--- src/rtl/result_bus_arbiter_if.sv ---
// rtl/result_bus_arbiter_if.sv - result request/broadcast bundle between stations, arbiter and listeners
// master is the arbiter side; slave is the station/listener side.
interface result_bus_arbiter_if #(
  parameter int SIZE               = 32,
  parameter int STATION_INDEX_SIZE = 1,
  parameter int STATION_COUNT      = 2,
  parameter int BUS_COUNT          = 1
);
  logic                                  flush;
  logic [STATION_COUNT-1:0]              request;
  logic [SIZE*STATION_COUNT-1:0]         request_value;
  logic [STATION_COUNT-1:0]              grant;
  logic [BUS_COUNT-1:0]                  bus_asserted;
  logic [STATION_INDEX_SIZE*BUS_COUNT-1:0] bus_source;
  logic [SIZE*BUS_COUNT-1:0]             bus_value;

  modport master (
    input  flush, request, request_value,
    output grant, bus_asserted, bus_source, bus_value
  );

  modport slave (
    output flush, request, request_value,
    input  grant, bus_asserted, bus_source, bus_value
  );
endinterface

--- src/rtl/result_bus_arbiter.sv ---
// rtl/result_bus_arbiter.sv - round-robin sharing of BUS_COUNT result buses among STATION_COUNT stations
// All outputs are registered; requests feed only the next-state logic.
module result_bus_arbiter #(
  parameter int SIZE               = 32,
  parameter int STATION_INDEX_SIZE = 1,
  parameter int STATION_COUNT      = 2,
  parameter int BUS_COUNT          = 1
) (
  input  logic                  clock,
  input  logic                  reset,
  result_bus_arbiter_if.master  bus
);
  localparam int IW = STATION_INDEX_SIZE;

  logic [IW-1:0]              r_ptr;
  logic [STATION_COUNT-1:0]   r_grant;
  logic [BUS_COUNT-1:0]       r_asserted;
  logic [IW*BUS_COUNT-1:0]    r_source;
  logic [SIZE*BUS_COUNT-1:0]  r_value;

  logic [IW-1:0]              w_next_ptr;
  logic [STATION_COUNT-1:0]   w_next_grant;
  logic [BUS_COUNT-1:0]       w_next_asserted;
  logic [IW*BUS_COUNT-1:0]    w_next_source;
  logic [SIZE*BUS_COUNT-1:0]  w_next_value;
  int                         w_fill;
  int                         w_idx;

  // Walk stations from the pointer, wrapping at STATION_COUNT; a station
  // still showing its grant is skipped so a stale request is never re-sent.
  always_comb begin
    w_next_ptr      = r_ptr;
    w_next_grant    = '0;
    w_next_asserted = '0;
    w_next_source   = '0;
    w_next_value    = '0;
    w_fill          = 0;
    w_idx           = 0;
    for (int o = 0; o < STATION_COUNT; o++) begin
      w_idx = int'(r_ptr) + o;
      if (w_idx >= STATION_COUNT) begin
        w_idx = w_idx - STATION_COUNT;
      end
      if ((w_fill < BUS_COUNT) && bus.request[w_idx] && !r_grant[w_idx]) begin
        w_next_asserted[w_fill]            = 1'b1;
        w_next_source[w_fill*IW +: IW]     = IW'(w_idx);
        w_next_value[w_fill*SIZE +: SIZE]  = bus.request_value[w_idx*SIZE +: SIZE];
        w_next_grant[w_idx]                = 1'b1;
        w_next_ptr = (w_idx + 1 == STATION_COUNT) ? '0 : IW'(w_idx + 1);
        w_fill = w_fill + 1;
      end
    end
  end

  always_ff @(posedge clock or posedge reset) begin
    if (reset) begin
      r_ptr      <= '0;
      r_grant    <= '0;
      r_asserted <= '0;
      r_source   <= '0;
      r_value    <= '0;
    end else if (bus.flush) begin
      r_grant    <= '0;
      r_asserted <= '0;
      r_source   <= '0;
      r_value    <= '0;
    end else begin
      r_ptr      <= w_next_ptr;
      r_grant    <= w_next_grant;
      r_asserted <= w_next_asserted;
      r_source   <= w_next_source;
      r_value    <= w_next_value;
    end
  end

  assign bus.grant        = r_grant;
  assign bus.bus_asserted = r_asserted;
  assign bus.bus_source   = r_source;
  assign bus.bus_value    = r_value;
endmodule

--- src/flat_wrapper.sv ---
// flat-port wrapper written by rule: the top's interface ports become plain ports
module result_bus_arbiter_flat 
#(
  parameter int SIZE               = 32,
  parameter int STATION_INDEX_SIZE = 1,
  parameter int STATION_COUNT      = 2,
  parameter int BUS_COUNT          = 1
)
  (clock, reset, bus_flush, bus_request, bus_request_value, bus_grant, bus_bus_asserted, bus_bus_source, bus_bus_value);
  result_bus_arbiter_if #(.SIZE(SIZE), .STATION_INDEX_SIZE(STATION_INDEX_SIZE), .STATION_COUNT(STATION_COUNT), .BUS_COUNT(BUS_COUNT)) bus_i ();
  input  logic clock;
  input  logic reset;
  input wire logic [$bits(bus_i.flush)-1:0] bus_flush;
  input wire logic [$bits(bus_i.request)-1:0] bus_request;
  input wire logic [$bits(bus_i.request_value)-1:0] bus_request_value;
  output wire logic [$bits(bus_i.grant)-1:0] bus_grant;
  output wire logic [$bits(bus_i.bus_asserted)-1:0] bus_bus_asserted;
  output wire logic [$bits(bus_i.bus_source)-1:0] bus_bus_source;
  output wire logic [$bits(bus_i.bus_value)-1:0] bus_bus_value;
  assign bus_i.flush = bus_flush;
  assign bus_i.request = bus_request;
  assign bus_i.request_value = bus_request_value;
  assign bus_grant = bus_i.grant;
  assign bus_bus_asserted = bus_i.bus_asserted;
  assign bus_bus_source = bus_i.bus_source;
  assign bus_bus_value = bus_i.bus_value;
  result_bus_arbiter #(.SIZE(SIZE), .STATION_INDEX_SIZE(STATION_INDEX_SIZE), .STATION_COUNT(STATION_COUNT), .BUS_COUNT(BUS_COUNT)) u_core (.clock(clock), .reset(reset), .bus(bus_i));
endmodule
--- config.mk ---
export PLATFORM = sky130hd
export DESIGN_NAME = result_bus_arbiter_flat
export DESIGN_NICKNAME = d
export VERILOG_FILES = /design/src/rtl/result_bus_arbiter_if.sv /design/src/rtl/result_bus_arbiter.sv /design/src/flat_wrapper.sv
export SDC_FILE = /design/constraint.sdc
export NUM_CORES = 1
export LEC_CHECK = 0
export ABC_AREA = 1
export BUFFER_PORTS_ARGS = -buffer_cell sky130_fd_sc_hd__buf_2
export CORE_ASPECT_RATIO = 0.9
export CORE_MARGIN = 1
export CORE_UTILIZATION = 52
export CTS_BUF_LIST = sky130_fd_sc_hd__clkbuf_16
export CTS_CLUSTER_SIZE = 16
export DETAILED_ROUTE_END_ITERATION = 6
export GPL_TIMING_DRIVEN = 0
export HOLD_SLACK_MARGIN = 0.06
export PLACE_DENSITY = 0.94
export SKIP_LAST_GASP = 1
export SYNTH_ARGS = -nofsm -noshare
export SYNTH_HDL_FRONTEND = slang
export SYNTH_SLANG_ARGS = --single-unit
--- constraint.sdc ---
create_clock -name clock -period 2.7 [get_ports clock]
set_clock_uncertainty 0.2 [all_clocks]
set_input_delay 0 -clock clock [delete_from_list [all_inputs] [get_ports clock]]
set_output_delay 0 -clock clock [all_outputs]
set_load 0.05 [all_outputs]
=== Word level (Yosys, flattened, before mapping) ===
Cells that the tools add are included.

* Shift-type cells: 6
* $lt $le $gt $ge: 9
* Add/subtract/negate cells: 7
* Muxes and demuxes: 38
* Equal/unequal tests: 2
* Bitwise logic cells: 3
* Reductions and logical operators: 10

{| class="wikitable"
|+ Operators by type and width
! operator !! number
|-
| 32-bit 2-to-1 mux || 5
|-
| 64-bit by 32-bit indexed part select with 32-bit output || 2
|-
| 32-bit by 2-bit adder with 32-bit output (second input constant) || 2
|-
| 32-bit by 3-bit equality test with 1-bit output (second input constant) || 2
|-
| 32-bit by 1-bit >= comparator with 1-bit output (second input constant) || 2
|-
| 32-bit by 3-bit less-than comparator with 1-bit output (second input constant) || 2
|-
| 1-bit negator with 33-bit output || 1
|-
| 6-bit negator with 33-bit output || 1
|-
| 1-bit by 33-bit variable shift with 1-bit output (first input constant) || 1
|-
| 32-bit by 33-bit variable shift with 32-bit output (first input constant) || 1
|-
| 1-bit by 33-bit indexed part select with 1-bit output || 1
|-
| 32-bit by 33-bit indexed part select with 32-bit output || 1
|-
| 32-bit bitwise mux || 1
|-
| 32-bit by 3-bit >= comparator with 1-bit output (second input constant) || 1
|-
| 32-bit by 3-bit subtractor with 32-bit output (second input constant) || 1
|-
| 1-bit 2-to-1 mux || 26
|-
| 1-bit logical AND || 6
|-
| 2-bit 2-to-1 mux || 3
|-
| 1-bit by 2-bit subtractor with 3-bit output (second input constant) || 1
|-
| 1-bit by 1-bit adder with 2-bit output (second input constant) || 1
|-
| 1-bit demux with 1-bit select || 2
|-
| 1-bit by 2-bit >= comparator with 1-bit output (second input constant) || 1
|-
| 1-bit zero test || 2
|-
| 1-bit less-than comparator (second input constant) || 2
|-
| other kinds (7) || 7
|}

* Logic and storage cells: 80
* Register bits: 37
* Output and inout bits: 36
* Input port bits: 69

=== Logic depth before layout (Yosys ltp) ===
* Depth after elaboration: 14
* Gate-level depth with buffers: 9
* Gate-level depth less buffers: 8

=== Worst setup path after synthesis ===
OpenSTA, ideal clock, no wires.

* Path type: reg2reg
* Start point: reg u_core.r_grant[0], in the netlist u_core.bus.grant[0]
* End point: reg u_core.r_source, in the netlist u_core.bus.bus_source
* Arrival: 1525 ps
* Library setup time: 114 ps
* Slack: 861 ps
* Required time: 2386 ps
* Clock period less this slack: 1839 ps
* Stages on the path, launching flop included: 9
* Path buffers: 1
* Cell sequence: dfrtp_1 > inv_1 > nand3_2 > nand2_2 > buf_4 > ha_1 > nand3_1 > nand2_1 > nor2_1

* Longest elaborated chain between the ends: 11
* Elaborated cells between the ends (all ways): 20
* Classes of those cells: add/sub (1); order compare (1); shift (2); mux (11); reduce/logical (5)

{| class="wikitable"
|+ Ends and longest elaborated chain
! what !! line !! RTL
|-
| start, declared || result_bus_arbiter.sv:16 || <nowiki>logic [STATION_COUNT-1:0] r_grant;</nowiki>
|-
| start signal, assigned || result_bus_arbiter.sv:69 || <nowiki>r_grant <= w_next_grant;</nowiki>
|-
| 1-bit 2-to-1 mux (not written as such) (3 in a row) || result_bus_arbiter.sv:44 || <nowiki>if ((w_fill < BUS_COUNT) && bus.request[w_idx] && !r_grant[w_idx]) begin</nowiki>
|-
| 1-bit zero test || result_bus_arbiter.sv:44 ||
|-
| 1-bit logical AND || result_bus_arbiter.sv:44 ||
|-
| 1-bit 2-to-1 mux || result_bus_arbiter.sv:44 ||
|-
| 1-bit negator with 33-bit output or 1-bit less-than comparator (tied branches) || result_bus_arbiter.sv:46, result_bus_arbiter.sv:44 ||
|-
| 1-bit by 33-bit indexed part select with 1-bit output (tied with other cells) || result_bus_arbiter.sv:46 || <nowiki>w_next_source[w_fill*IW +: IW] = IW'(w_idx);</nowiki>
|-
| 1-bit bitwise mux or 1-bit logical AND (tied branches) || result_bus_arbiter.sv:46, result_bus_arbiter.sv:44 ||
|-
| 1-bit 2-to-1 mux * || result_bus_arbiter.sv:44 ||
|-
| 1-bit 2-to-1 mux * || result_bus_arbiter.sv:62 || <nowiki>end else if (bus.flush) begin</nowiki>
|-
| end signal, assigned || result_bus_arbiter.sv:71 || <nowiki>r_source <= w_next_source;</nowiki>
|-
| end, declared || result_bus_arbiter.sv:18 || <nowiki>logic [IW*BUS_COUNT-1:0] r_source;</nowiki>
|}

Every way passes the cells marked *; elsewhere a longest branch is shown, timed or not. The select of a mux whose other input is x is not followed.
A chain may end at the register's enable or synchronous reset.

=== Final worst setup path ===
* Start point: reg u_core.r_ptr
* End point: reg u_core.r_value[22], in the netlist u_core.bus.bus_value[22]

* Longest elaborated chain between the ends: 13
* Elaborated cells between the ends (all ways): 35
* Classes of those cells: add/sub (4); order compare (3); shift (4); mux (19); reduce/logical (5)

{| class="wikitable"
|+ Ends and longest elaborated chain
! what !! line !! RTL
|-
| start, declared || result_bus_arbiter.sv:15 || <nowiki>logic [IW-1:0] r_ptr;</nowiki>
|-
| start signal, assigned || result_bus_arbiter.sv:68 || <nowiki>r_ptr <= w_next_ptr;</nowiki>
|-
| parallel branches: the longest is 11 deep, another holds 32-bit by 3-bit subtractor with 32-bit output || n/a ||
|-
| 32-bit 2-to-1 mux * || result_bus_arbiter.sv:44 ||
|-
| 32-bit 2-to-1 mux * || result_bus_arbiter.sv:62 ||
|-
| end signal, assigned || result_bus_arbiter.sv:72 || <nowiki>r_value <= w_next_value;</nowiki>
|-
| end, declared || result_bus_arbiter.sv:19 || <nowiki>logic [SIZE*BUS_COUNT-1:0] r_value;</nowiki>
|}

Mark *: on every way between the ends. The select of a mux whose other input is x is not followed.

==> metrics list <==
- In this run the static leakage power is 2.415 nW.
* Xor and xnor area share after synthesis: 0
* Minimum period implied by the final worst setup slack: 2916 ps
* Highest ir drop seen on vdd: 506.7 uV
- Based on the critical path, the design can be clocked at up to 0.3430 GHz.
- Number of nets in the finished design: 694
- Number of global-route vias before repair: 4321
- Drc violations: 0
- Post-synthesis adder-cell area fraction: 0.004897
- TritonCTS buffer count: 5
- After clock tree synthesis, the clock-pin slew on the worst setup and hold paths is 60 ps.
- Setup slack of the critical path after layout: -215.7 ps
* Slew at the pin closest to its max-slew limit: 846.5 ps
* Number of unique standard cell types used by synthesis: 20
- Internal power comes to 1.724 mW.
- Drt wl/cell: 20.39 um
- Final setup vio count: 18
* Longest individual stage delay on the worst path: 590 ps
- Final hold violation count: 0
- The portion of synthesized area spent on multiplexers is 0.
- Met3 Usage GRT: 0.3256
- Antenna violations before repair: 0
* Crit Path Max Fanout: 10
- Post-synthesis sequential area ratio: 0.3624
- Die Span X: 75.89 um
- Number of buffers between clock root and the deepest sink: 2
- Count of antenna diodes in the layout: 0
* Number of cells after detailed placement: 578
- Netlist Area Pre-Place: 0.002555 mm2
- Fraction of the mapped netlist area in compound gates: 0.1361
- Overall routed net length: 14010 um
- The worst setup path is captured at a register.
- By area, the combinational part of the netlist is dominated by simple AND/OR/NAND/NOR gates.
- Global-route track usage on met2: 0.8573
* Post-route clock period utilization: 1.080
- Sorting the synthesized cells by area gives the leading types as dfrtp_1 (36%), nand2_1 (25%), o21ai_0 (11%).
* Height of the chip: 68.50 um
- CTS built an H-tree with a depth of 2.
- The first detailed-routing pass ran for 7 iterations.
* Sw frac: 0.4552
- For this run the aggregate overflow at the end of global routing stands at 0.
- Routability-driven placement finished with a final weighted congestion of 0.8424.
- Max-slew headroom at the worst pin: 0.4351
* Routed vias/inst: 6.360
* Number of pins with negative max-slew slack in the final report: 0
- In this run the remaining antenna-violating nets after routing total 0.
- The tree built by TritonCTS fans out to 37 sinks.
* Pin count of the biggest net entering global routing: 21
- Worst hold path class: input pin to asynchronous set/reset pin
- RSZ-0062 raised after global routing: true
* Violations in the final reports: negative setup slack
- Quantity of I/O buffers inserted on ports: 104
- In this run the core area contains 23 standard-cell rows.
* Boundary Pins: 105
- Total number of yosys warnings: 0
- Met1 usage in global routing: 0.6180
* Fraction of the mapped netlist area in simple logic gates: 0.3663
- The floorplan step defined a die boundary enclosing 0.005198 mm2.
- Synthesis produced 411 cells.
- Power share of the combinational group: 0.571
- The signal on the critical path passes through inv_2 -> buf_8 -> buf_6 -> nand2_1 -> o21ai_1 -> dlygate4sd3_1 -> nand2_1 -> nor2_1 -> nor2_1 -> dlygate4sd3_1.
- After synthesis the netlist holds a flip-flop and latch count of 37.
- Arr. time, crit path: 2870 ps
- On the critical path, the stage with the largest delay is an instance of dlygate4sd3_1.
* Maxcap violations: 0
- Share of Yosys cell area claimed by the top area cell type: 0.3624
* Number of standard cells in the final layout excluding fillers: 687
- In the final layout, the share of cells above drive strength 1 is 0.2352.
* Cell accounting for the most synthesized area: dfrtp_1
- Of the total power, registers draw 0.216.
- After filler insertion, the fill cell instance count of the layout stands at 120.
* P&R area growth vs syn: 71.20%
- The worst setup path is of the register to register kind.
- The tightest hold path in the finished design has a slack of 233.0 ps.
- When the netlist entered floorplanning its net count stood at 481.
* Standard cell core area: 0.004576 mm2
- In this run the power density over the cells is 723.6 mW/mm2.
- CTS tree: built
* Clock root buffer master: clkbuf_16
- Critical path launch point type: register
- Half-perimeter wire length after detailed placement: 5100 um
* Most frequent cells in the layout: nand2_1 (166), buf_2 (109), dlygate4sd3_1 (101), nor2_1 (64), o21ai_0 (53)
- Total global routing track utilization: 0.5954
* Clock power frac: 0.213
- Post-Synthesis Mean Instance Area: 6.216 um2
- The first global-routing pass estimated 21890 um of wire.
- met2 is the most crowded layer.
- Effective utilization at floorplan: 0.5584
- Outcome: finished, violations left
* Worst-Skew Late Latency: 280 ps
- Total number of vias: 4369
- Most common library cell in the layout ignoring fill and taps: nand2_1
* Minimum setup slack after placement: 905.0 ps
- 1st-iter DRT viols: 840
- For the worst setup path, the data required time is 2660 ps.
- For this design the total switching power over the nets is 1.441 mW.
## cell families after synthesis
group / after synthesis
AND/OR/NAND/NOR: 241
buffers and inverters: 65
flip-flops: 37
AO/OA/AOI/OAI: 67
adder cells (fa/ha/maj): 1
## flip-flops by register name, indices dropped and copies added (netlist names)
register	count
u_core.bus.bus_value	32
u_core.bus.bus_asserted	1
u_core.bus.grant	2
u_core.bus.bus_source	1
u_core.r_ptr	1
## synthesized netlist by cell type
library cell / count
nand2_1: 167
nor2_1: 65
o21ai_0: 54
dfrtp_1: 37
inv_1: 37
buf_4: 10
o21ai_1: 10
buf_6: 6
buf_2: 5
clkbuf_1: 5
nand3_2: 3
inv_2: 2
nand2_2: 2
nand3_1: 2
a21oi_1: 1
a21oi_4: 1
a31oi_1: 1
ha_1: 1
nor3_1: 1
nor3b_1: 1
## per-stage QoR
step / TNS, ps / area (um2) / total power [mW] / util
4_1_cts: 0 / 4364 / 2.863 / 0.9538
5_1_grt: -2704 / 4374 / 3.261 / 0.9560
2_1_floorplan: 0 / 2555 / 1.609 / -
3_5_place_dp: 0 / 3181 / 1.916 / 0.6951
3_3_place_gp: 0 / 3153 / 1.881 / 0.6891
6_report: -1650 / 4374 / 3.165 / 0.9560
## critical path: cells and delay by family, from the launching register on
family,cells,cell delay (ps)
buf+inv,5,1640
flops,1,450
simple gates,4,380
compound gates,1,110
## routing by layer
layer  share of wire  routed length [um]  vias to the layer above
met5               0                   0                        -
li1                -                   -                     1679
met3            0.15                2059                      217
met1            0.31                4387                     1887
met4            0.10                1415                        0
met2            0.44                6146                      586
## area by class of cell
cell class              count  area (um2)  share of cell area
clock inverters             3       37.54            0.008581
well taps                  62       77.57             0.01773
flip-flops and latches     37       927.1              0.2120
multi-input cells         309        1301              0.2975
clock buffers               5       125.1             0.02860
repair buffers            207        1567              0.3581
plain buffers              25       192.7             0.04405
inverters                  39       146.4             0.03347
## path summary, 6_finish.rpt
| path | from | end | slack [ps] | cells after the start |
|---|---|---|---|---|
| min reg2reg | u_core.bus.grant[0]$_DFF_PP0_ | u_core.r_ptr$_DFFE_PP0P_ | 590 | 3 |
| min | reset | u_core.bus.bus_value[24]$_DFF_PP0_ | 230 | 3 |
| min in group clock | bus_flush | u_core.r_ptr$_DFFE_PP0P_ | 450 | 4 |
| max | u_core.r_ptr$_DFFE_PP0P_ | u_core.bus.bus_value[22]$_DFF_PP0_ | -220 | 10 |
| max in group asynchronous | reset | u_core.bus.bus_value[18]$_DFF_PP0_ | 1460 | 4 |
| max reg2reg | u_core.r_ptr$_DFFE_PP0P_ | u_core.bus.bus_value[22]$_DFF_PP0_ | -220 | 10 |
## power by group through the flow
stage          sequential [mW]  combinational (mW)  clock (mW)
5_1_grt                  0.685                1.89       0.682
4_1_cts                  0.666                1.55       0.647
3_3_place_gp             0.673                1.21           0
6_report                 0.682                1.81       0.676
2_1_floorplan            0.963               0.646           0
3_5_place_dp             0.674                1.24           0
## timing repair
item,4_1_cts,5_1_grt
hold buffers,102,0
hold endpoints to repair,54,0
gates resized for setup,0,13
endpoints found under the setup margin,0,32
setup buffers,0,1
No activity file was read; power rests on OpenSTA's default activity.
